$ cat config.mk
export PLATFORM = sky130hd
export DESIGN_NAME = moving_avg_filter_flat
export DESIGN_NICKNAME = d
export VERILOG_FILES = /design/src/rtl/moving_avg_filter_if.sv /design/src/rtl/moving_avg_filter.sv /design/src/flat_wrapper.sv
export SDC_FILE = /design/constraint.sdc
export NUM_CORES = 1
export LEC_CHECK = 0
export ABC_AREA = 1
export CAP_MARGIN = 20
export CORE_ASPECT_RATIO = 2
export CORE_UTILIZATION = 50
export CTS_BUF_LIST = sky130_fd_sc_hd__clkbuf_4
export CTS_CLUSTER_SIZE = 25
export DETAILED_ROUTE_END_ITERATION = 10
export PLACE_DENSITY = 0.73
export SETUP_SLACK_MARGIN = 0.15
export SYNTH_ARGS = -nofsm -noshare
export SYNTH_HDL_FRONTEND = slang
export SYNTH_SLANG_ARGS = --single-unit
$ cat constraint.sdc
create_clock -name CLK100MHZ -period 2.65 [get_ports CLK100MHZ]
set_clock_uncertainty 0.15 [all_clocks]
set_input_delay 0.265 -clock CLK100MHZ [delete_from_list [all_inputs] [get_ports CLK100MHZ]]
set_output_delay 0.265 -clock CLK100MHZ [all_outputs]
set_load 0.01 [all_outputs]
$ cat src/rtl/moving_avg_filter_if.sv
// moving_avg_filter_if: sample stream and control bundle for the moving average filter
// master drives start/clear/in_valid/in_sample; slave (the filter) drives out_valid/result/primed
interface moving_avg_filter_if #(parameter int DATA_W = 8);
  logic start;
  logic clear;
  logic in_valid;
  logic signed [DATA_W-1:0] in_sample;
  logic out_valid;
  logic signed [DATA_W-1:0] result;
  logic primed;
  modport master(output start, clear, in_valid, in_sample, input out_valid, result, primed);
  modport slave(input start, clear, in_valid, in_sample, output out_valid, result, primed);
endinterface

$ cat src/rtl/moving_avg_filter.sv
// moving_avg_filter: signed moving average over a 2**LOG2_TAPS sample window
// CLK100MHZ: clock; reset: sync active-high; bus.slave: start/clear/in_valid/in_sample in,
// out_valid/result/primed out (result one cycle after each accepted sample)
module moving_avg_filter #(
  parameter int DATA_W = 8,
  parameter int LOG2_TAPS = 2
) (
  input logic CLK100MHZ,
  input logic reset,
  moving_avg_filter_if.slave bus
);
  localparam int TAPS = 1 << LOG2_TAPS;
  localparam int SW = DATA_W + LOG2_TAPS;
  localparam logic [LOG2_TAPS:0] FULL = (LOG2_TAPS + 1)'(TAPS);
  logic signed [DATA_W-1:0] buf_q [TAPS];
  logic [LOG2_TAPS-1:0] ptr;
  logic [LOG2_TAPS:0] fill;
  logic signed [SW-1:0] sum, sum_nxt;
  logic acc;
  assign acc = bus.start && !bus.clear && bus.in_valid;
  // oldest entry leaves the window as the new sample enters; SW bits cannot overflow
  assign sum_nxt = sum + {{LOG2_TAPS{bus.in_sample[DATA_W-1]}}, bus.in_sample}
                       - {{LOG2_TAPS{buf_q[ptr][DATA_W-1]}}, buf_q[ptr]};
  assign bus.primed = (fill == FULL);
  always_ff @(posedge CLK100MHZ) begin
    if (reset || (bus.start && bus.clear)) begin
      for (int i = 0; i < TAPS; i++) buf_q[i] <= '0;
      ptr <= '0;
      fill <= '0;
      sum <= '0;
      bus.out_valid <= 1'b0;
      bus.result <= '0;
    end else if (acc) begin
      buf_q[ptr] <= bus.in_sample;
      ptr <= ptr + LOG2_TAPS'(1);
      fill <= (fill == FULL) ? fill : fill + (LOG2_TAPS + 1)'(1);
      sum <= sum_nxt;
      bus.out_valid <= 1'b1;
      bus.result <= DATA_W'(sum_nxt >>> LOG2_TAPS);
    end else begin
      bus.out_valid <= 1'b0;
    end
  end
endmodule

$ cat src/flat_wrapper.sv
// flat-port wrapper written by rule: the top's interface ports become plain ports
module moving_avg_filter_flat 
#(
  parameter int DATA_W = 8,
  parameter int LOG2_TAPS = 2
)
  (CLK100MHZ, reset, bus_start, bus_clear, bus_in_valid, bus_in_sample, bus_out_valid, bus_result, bus_primed);
  moving_avg_filter_if #(.DATA_W(DATA_W)) bus_i ();
  input logic CLK100MHZ;
  input logic reset;
  input wire logic [$bits(bus_i.start)-1:0] bus_start;
  input wire logic [$bits(bus_i.clear)-1:0] bus_clear;
  input wire logic [$bits(bus_i.in_valid)-1:0] bus_in_valid;
  input wire logic [$bits(bus_i.in_sample)-1:0] bus_in_sample;
  output wire logic [$bits(bus_i.out_valid)-1:0] bus_out_valid;
  output wire logic [$bits(bus_i.result)-1:0] bus_result;
  output wire logic [$bits(bus_i.primed)-1:0] bus_primed;
  assign bus_i.start = bus_start;
  assign bus_i.clear = bus_clear;
  assign bus_i.in_valid = bus_in_valid;
  assign bus_i.in_sample = bus_in_sample;
  assign bus_out_valid = bus_i.out_valid;
  assign bus_result = bus_i.result;
  assign bus_primed = bus_i.primed;
  moving_avg_filter #(.DATA_W(DATA_W), .LOG2_TAPS(LOG2_TAPS)) u_core (.CLK100MHZ(CLK100MHZ), .reset(reset), .bus(bus_i));
endmodule
After elaboration in Yosys (flattened, before gate mapping) --
Memories as Yosys holds them, arrays and structs flattened. A register that Yosys moved wholly into a read port is not among the register bits. Index checks and enable logic that the tools add are counted.
Storage, ports and cells: bits in registers 24, RAM bits 32, input port bits 13, output and inout port bits 10, word-level logic and storage cells 29, memories kept 1
Cells by class: add/subtract/negate cells 4, equal/unequal tests 1, multiplexer cells 10, bitwise operators 1, reductions and logical operators 7
Memory list:
- u_core.buf_q | words 4, width 8, read ports 1, clocked after memory_dff 1, wr ports 4, RTL line moving_avg_filter.sv:15 | logic signed [DATA_W-1:0] buf_q [TAPS];
Operator list (number):
- $add 10x10->10 | 1
- $sub 10x10->10 | 1
- $mux 8 | 1
- $reduce_or 8->1 | 1
- $mux 1 | 6
- $mux 2 | 3
- $add 3x1->3 const B | 1
- $eq 3x3->1 const B | 1
- $logic_and 1x1->1 | 3
- $add 2x1->2 const B | 1
- $reduce_and 2->1 | 1
- $logic_not 1->1 | 1
- $logic_or 1x1->1 | 1
- $not 1->1 | 1

Depth between registers and ports, before layout --
Gate-level depths: netlist of run 1.
depth after elaboration 8, mapped depth 17, mapped depth without buffers 15

Worst setup path after synthesis of run 1 --
No wires, ideal clock.
path type reg-to-reg, start reg with a tool-made name, end reg u_core.sum[8], library setup time 0.113 ns, data arrival time 2.508 ns, data required time 2.387 ns, slack -0.121 ns, cell stages (with the launch flop) 14, path buffers 2, clock period less this slack 2.771 ns, cell sequence dfxtp_1 -> clkbuf_1 -> inv_1 -> buf_2 -> nor2_1 -> o22ai_1 -> fa_1 -> fa_1 -> o21ai_0 -> nand2_1 -> nand2_1 -> nand2_1 -> nand3_1 -> nand2_1
RTL lines:
- end signal: assignment | RTL line moving_avg_filter.sv:37 | sum <= sum_nxt;
- end: declaration | RTL line moving_avg_filter.sv:18 | logic signed [SW-1:0] sum, sum_nxt;

==> qor.yml, run 1 <==
yosys:
  muxShareOfSynthArea_pct: 0
  synth_nets: 368
  synth-seq-cells: 50
  synth_top_cell_by_area: "edfxtp_1"
  synth_area_um2: 2820
  dominantRegCellSynth: "edfxtp_1"
  ys_top_cells_by_count: "64 x inv_1, 56 x nand2_1, 55 x nor2_1"
  synth_edf_count: 32
  synth_top_area_share_pct: 34.0
  synth_compound_area_share_pct: 9.70
  yosys_warnings: 0
  syn_avg_cell_area_um2: 8.48
  synthArstFlopShare_pct: 0
  synthCells: 333
  synth-simple-area-share_pct: 19.0
  synth_seq_area_share_pct: 46.8
  synth_top_family_by_area: "simple AND/OR/NAND/NOR gates"
  yosysMostFrequentCell: "inv_1"
  synth.distinct_cells: 28
  synth_xor_area_share_pct: 0.310
  ys_top_cells_by_area: "edfxtp_1 34%, dfxtp_1 13%, inv_1 8.5%"
  synthAdderAreaFrac_pct: 12.1
cts:
  cts_htree_levels: 2
  clk_pin_slew_ns: 0.14
  insertion_delay_ns: 0.37
  clkSinkCount: 50
  cts_tree: "yes"
  cts_max_path_buffers: 2
  cts_buffers: 5
  root_buffer: "clkbuf_4"
  ctsHoldBuffers: 0
global_route:
  grt_max_degree: 17
  globalRouteOverflowTotal: 0
  gr-usage-all-layers_pct: 23.3
  antenna_found_initial: 0
  grt_pass1_vias: 2278
  grt_pass1_wl_um: 9640
pwr:
  p_clk_share_pct: 21.8
  vdd_drop_max_mv: 0.678
  seqPwrFrac_pct: 42.8
  power_per_cell_area_nw_per_um2: 577
  sw_frac_of_total_pct: 31.8
  p_switching_mw: 0.660
  report.power.total_mw: 2.08
  p_int_mw: 1.42
  combPwrFrac_pct: 35.4
  p_leak_nw: 1.52
place:
  port_buffers: 22
  dp_slack_ns: -0.0144
  place.gp.congestion: 0.866
  placed_area_um2: 3220
  hpwl_um: 4610
setup_path:
  crit_path_top_delay_cell: "fa_1"
  end_kind: "register"
  cpPeakStageDelay_ns: 0.48
  r2r_slack_ns: 0.13
  path_class: "register to register"
  path_cells: "clkbuf_16 -> nor2_1 -> o22ai_1 -> fa_1 -> inv_1 -> ha_4 -> nand2_1 -> inv_1 -> nand2_1 -> nand2_1 -> nand2_1 -> nand3_1 -> nand2_1 -> nand3_1 -> nand2_1"
  crit_top_cell: "nand2_1"
  crit_required_ns: 2.79
  critPathMaxFanout: 5
  crit_path_start_kind: "register"
  cp.arrival_ns: 2.66
finish:
  fin_area_um2: 3600
  syn_to_final_growth_pct: 27.5
  drive_gt1_share_pct: 23.6
  nFillCells: 436
  nNetsFinal: 411
  num_antenna_cells: 0
timing:
  setup_viol: 0
  slew-limit-headroom_pct: 70.6
  fmax_ghz: 0.397
  rsz0062_at_grt: "true"
  worstMarginPinSlew_ns: 0.440
  layout_setup_ws_ns: 0.131
  drv_slew: 0
  fin_crit_sh_pct: 95.1
  hold_viol: 0
  fin_crit_ns: 2.52
route:
  vias: 2322
  first_pass_iters: 6
  first_iter_violations: 56
  routed_via_density: 5.31
  ant_nets: 0
  wl_per_cell_um: 14.7
  wl_um: 6420
  drc: 0
floorplanning:
  ios: 23
  core_area_um2: 5420
  initial_core_util_pct: 52.1
  fp.dieH_um: 108
  die_w_um: 55.1
  core.rowCount: 38
  die-area_um2: 5970
worst_hold_path:
  hold_path.class: "register to register"
status:
  outcome: "finished clean"
flow_run:
  drv_cap: 0
==> metal layers <==
| layer | vias to the layer above | part of all wire (%) | global-route usage, % |
|---|---|---|---|
| li1 | 1135 | - | - |
| met3 | 31 | 3.3 | 3.80 |
| met4 | 0 | 6.0 | 17.0 |
| met1 | 1096 | 34 | 20.8 |
| met2 | 60 | 56 | 42.6 |
| met5 | - | 0 | 0 |
==> metrics by stage <==
stage	TNS [ns]	std cells	hold slack, ns	utilization (%)
finish	0	437	0.326	66.4
global route	0	437	0.349	66.4
CTS	0	434	0.333	63.7
detailed placement	-0.0144	424	0.308	59.4
global placement	0	424	0.301	59.4
floorplan	0	333	0.289	-
==> power by group through the flow <==
stage	registers (mW)	logic [mW]	clock network, mW
after floorplan	0.898	0.392	0
after global placement	0.901	0.554	0
after detailed placement	0.903	0.564	0
after CTS	0.887	0.661	0.459
after global routing	0.896	0.806	0.485
final	0.890	0.735	0.453
==> cells in the final DEF (no fill, tap or decap), drive strengths merged, types with 7 or more instances in the layout <==
cell type      instances
clkbuf                 7
edfxtp                32
dfxtp                 18
inv                   65
nand2                 57
nand3                 10
ha                    13
clkdlybuf4s50         22
fa                     9
a21oi                 11
buf                   26
o22ai                 12
nor2                  58
o21ai                 21
==> path summary, 6_finish.rpt <==
path | end | start | cells past startpoint
worst max-delay path | u_core.bus.result[7] | register | 15
worst min-delay path | u_core.sum[8] | u_core.sum[8] | 2
worst max register to register | u_core.bus.result[7] | register | 15
worst min register to register | u_core.sum[8] | u_core.sum[8] | 2
==> kinds of logic after synthesis <==
| kind of cell | Yosys count |
|---|---|
| compound gates | 49 |
| flops | 50 |
| buf+inv | 80 |
| simple gates | 131 |
| fa+ha+maj | 22 |
| xor+xnor | 1 |
==> worst max-delay path, delay by kind of cell, from the launching register on <==
kind | cells | cell delay (ns)
flip-flops | 1 | 0.42
AO/OA/AOI/OAI | 1 | 0.12
adder cells (fa/ha/maj) | 2 | 0.77
AND/OR/NAND/NOR | 9 | 0.65
buffers and inverters | 3 | 0.32
==> layout make-up <==
| type | instances | area (um^2) | share of cell area, % |
|---|---|---|---|
| clock buffers | 6 | 45.0 | 1.25 |
| repair buffers | 49 | 455 | 12.6 |
| well taps | 60 | 75.1 | 2.08 |
| flip-flops and latches | 50 | 1330 | 36.8 |
| multi-input cells | 203 | 1400 | 39.0 |
| inverters | 67 | 262 | 7.26 |
| clock inverters | 2 | 33.8 | 0.938 |
==> flip-flops by register name, summed over array words and instances (netlist names), named ones only <==
register              flops
u_core.bus.result         1
u_core.fill               3
u_core.bus.out_valid      1
u_core.buf_q             32
u_core.sum                9
u_core.ptr                2
==> what timing repair did <==
action / CTS / global route
buffers inserted: 2 / 2
pin swaps: 10 / 15
endpoints found under the setup margin: 7 / 8
cloned: 0 / 1
resized for setup: 28 / 39
(Power assumes the default switching activity.)
==> run 2, diff against run 1 <==
SLEW_MARGIN = 5   (was default)
==> results of run 2 <==
Same layout as run 1: the final DEF is identical, and so are final timing and power.
==> RTL change: new RTL, flow settings as in run 1 <==
`DATA_W` is set to 8 in 3 places; all go to 6.
--- a/src/rtl/moving_avg_filter_if.sv
+++ b/src/rtl/moving_avg_filter_if.sv
@@ -1,6 +1,6 @@
 // moving_avg_filter_if: sample stream and control bundle for the moving average filter
 // master drives start/clear/in_valid/in_sample; slave (the filter) drives out_valid/result/primed
-interface moving_avg_filter_if #(parameter int DATA_W = 8);
+interface moving_avg_filter_if #(parameter int DATA_W = 6);
   logic start;
   logic clear;
   logic in_valid;
--- a/src/rtl/moving_avg_filter.sv
+++ b/src/rtl/moving_avg_filter.sv
@@ -2,7 +2,7 @@
 // CLK100MHZ: clock; reset: sync active-high; bus.slave: start/clear/in_valid/in_sample in,
 // out_valid/result/primed out (result one cycle after each accepted sample)
 module moving_avg_filter #(
-  parameter int DATA_W = 8,
+  parameter int DATA_W = 6,
   parameter int LOG2_TAPS = 2
 ) (
   input logic CLK100MHZ,
--- a/src/flat_wrapper.sv
+++ b/src/flat_wrapper.sv
@@ -1,7 +1,7 @@
 // flat-port wrapper written by rule: the top's interface ports become plain ports
 module moving_avg_filter_flat 
 #(
-  parameter int DATA_W = 8,
+  parameter int DATA_W = 6,
   parameter int LOG2_TAPS = 2
 )
   (CLK100MHZ, reset, bus_start, bus_clear, bus_in_valid, bus_in_sample, bus_out_valid, bus_result, bus_primed);
Ports: changed (resized bus_in_sample and bus_result); port bits go from 23 to 19. No check against the original RTL was run, so the function may have changed too.
==> RTL change against run 1 <==
  * Worst setup slack improved by 0.067 ns
  * Power decreased by 24%
  * Sequential cell count decreased by 10
  * Non-clock buffer count decreased by 19
  * Synthesized cell count decreased by 22%
  * Die area decreased by 20%
  * Routed wire length decreased by 27%
  * Design area decreased by 24%
  * Area after synthesis decreased by 21%
  * Critical endpoint is now u_core.sum[4]
==> RTL change: results (changes against run 1) <==
The count of port buffers added during placement works out to 18 (was 22). The global-route usage over all layers came out at 20.5% (was 23.3%). The run gives 0.0583 ns (was -0.0144 ns) as the setup slack after placement. Registers with the most flip-flops: u_core.buf_q: 24 flops, u_core.sum: 7 flops, u_core.fill: 3 flops (was u_core.buf_q: 32 flops, u_core.sum: 9 flops, u_core.fill: 3 flops).

The number of flops mapped to enable cells by yosys was 24 (was 32). The run gives 0.332 ns (was 0.326 ns) as the worst hold slack. The flow ran to the end, and the final reports show no timing, DRC or antenna violations. The run gives 1730 (was 2322) as the via total after detailed routing.

For the arrival time of the worst setup path, the log shows 2.53 ns (was 2.66 ns). The die outline width was 49.2 um (was 55.1 um). The tools report the first-pass detailed-route iteration total as 4 (was 6). Register share of total power: 44.6% (was 42.8%). Most area-consuming cells after synthesis: edfxtp_1 32%, dfxtp_1 14%, inv_1 8.4% (was edfxtp_1 34%, dfxtp_1 13%, inv_1 8.5%).

The global-route wire length before repair is 7000 um (was 9640 um). The logs give 68 um (was 209 um) for the met3 layer wire length in the routed design and 1.88% (was 3.80%) for the fraction of met3 tracks used by global routing. Most frequent cells after synthesis: 50 x inv_1, 45 x nand2_1, 36 x nor2_1 (was 64 x inv_1, 56 x nand2_1, 55 x nor2_1). The static leakage is 1.20 nW (was 1.52 nW). The total placed instance area is 0.00249 sq mm (was 0.00322 sq mm).

The sequential portion of the cell area is 38.2% (was 36.8%). The logs give 1660 (was 2278) for the via count of the first global-routing pass and 0.34 ns (was 0.37 ns) for the source-to-sink clock delay at the later pin of the worst-skew pair. The number of cells on the worst reg-to-reg path is 12 (was 15), and the clock buffer and inverter area fraction after layout is 2.92% (was 2.19%). The tools report the number of instances in the placed design as 331 (was 424).
## RTL change: changes by cell type after synthesis, sizes merged, moves of 3 or more
cell    before  now
nor2        58   39
inv         65   50
nand2       57   48
edfxtp      32   24
o21ai       21   13
buf         12    7
a21oi       11    7
o22ai       12    9
## RTL change: cells by family after synthesis
| kind of cell | after synthesis |
|---|---|
| AND/OR/NAND/NOR | 106 |
| flip-flops | 40 |
| buffers and inverters | 60 |
| XOR/XNOR | 2 |
| AO/OA/AOI/OAI | 33 |
| adder cells (fa/ha/maj) | 18 |
## RTL change: critical path, stage by stage, from the launching register on
cell and delay, ns:
dfxtp_4 0.38, buf_6 0.14, o21ai_1 0.16, o22ai_2 0.10, fa_1 0.49, fa_2 0.42, inv_2 0.05, nand2_1 0.05
nand2_2 0.06, buf_4 0.11, nand3_1 0.08, nand2_1 0.07, o22ai_1 0.06
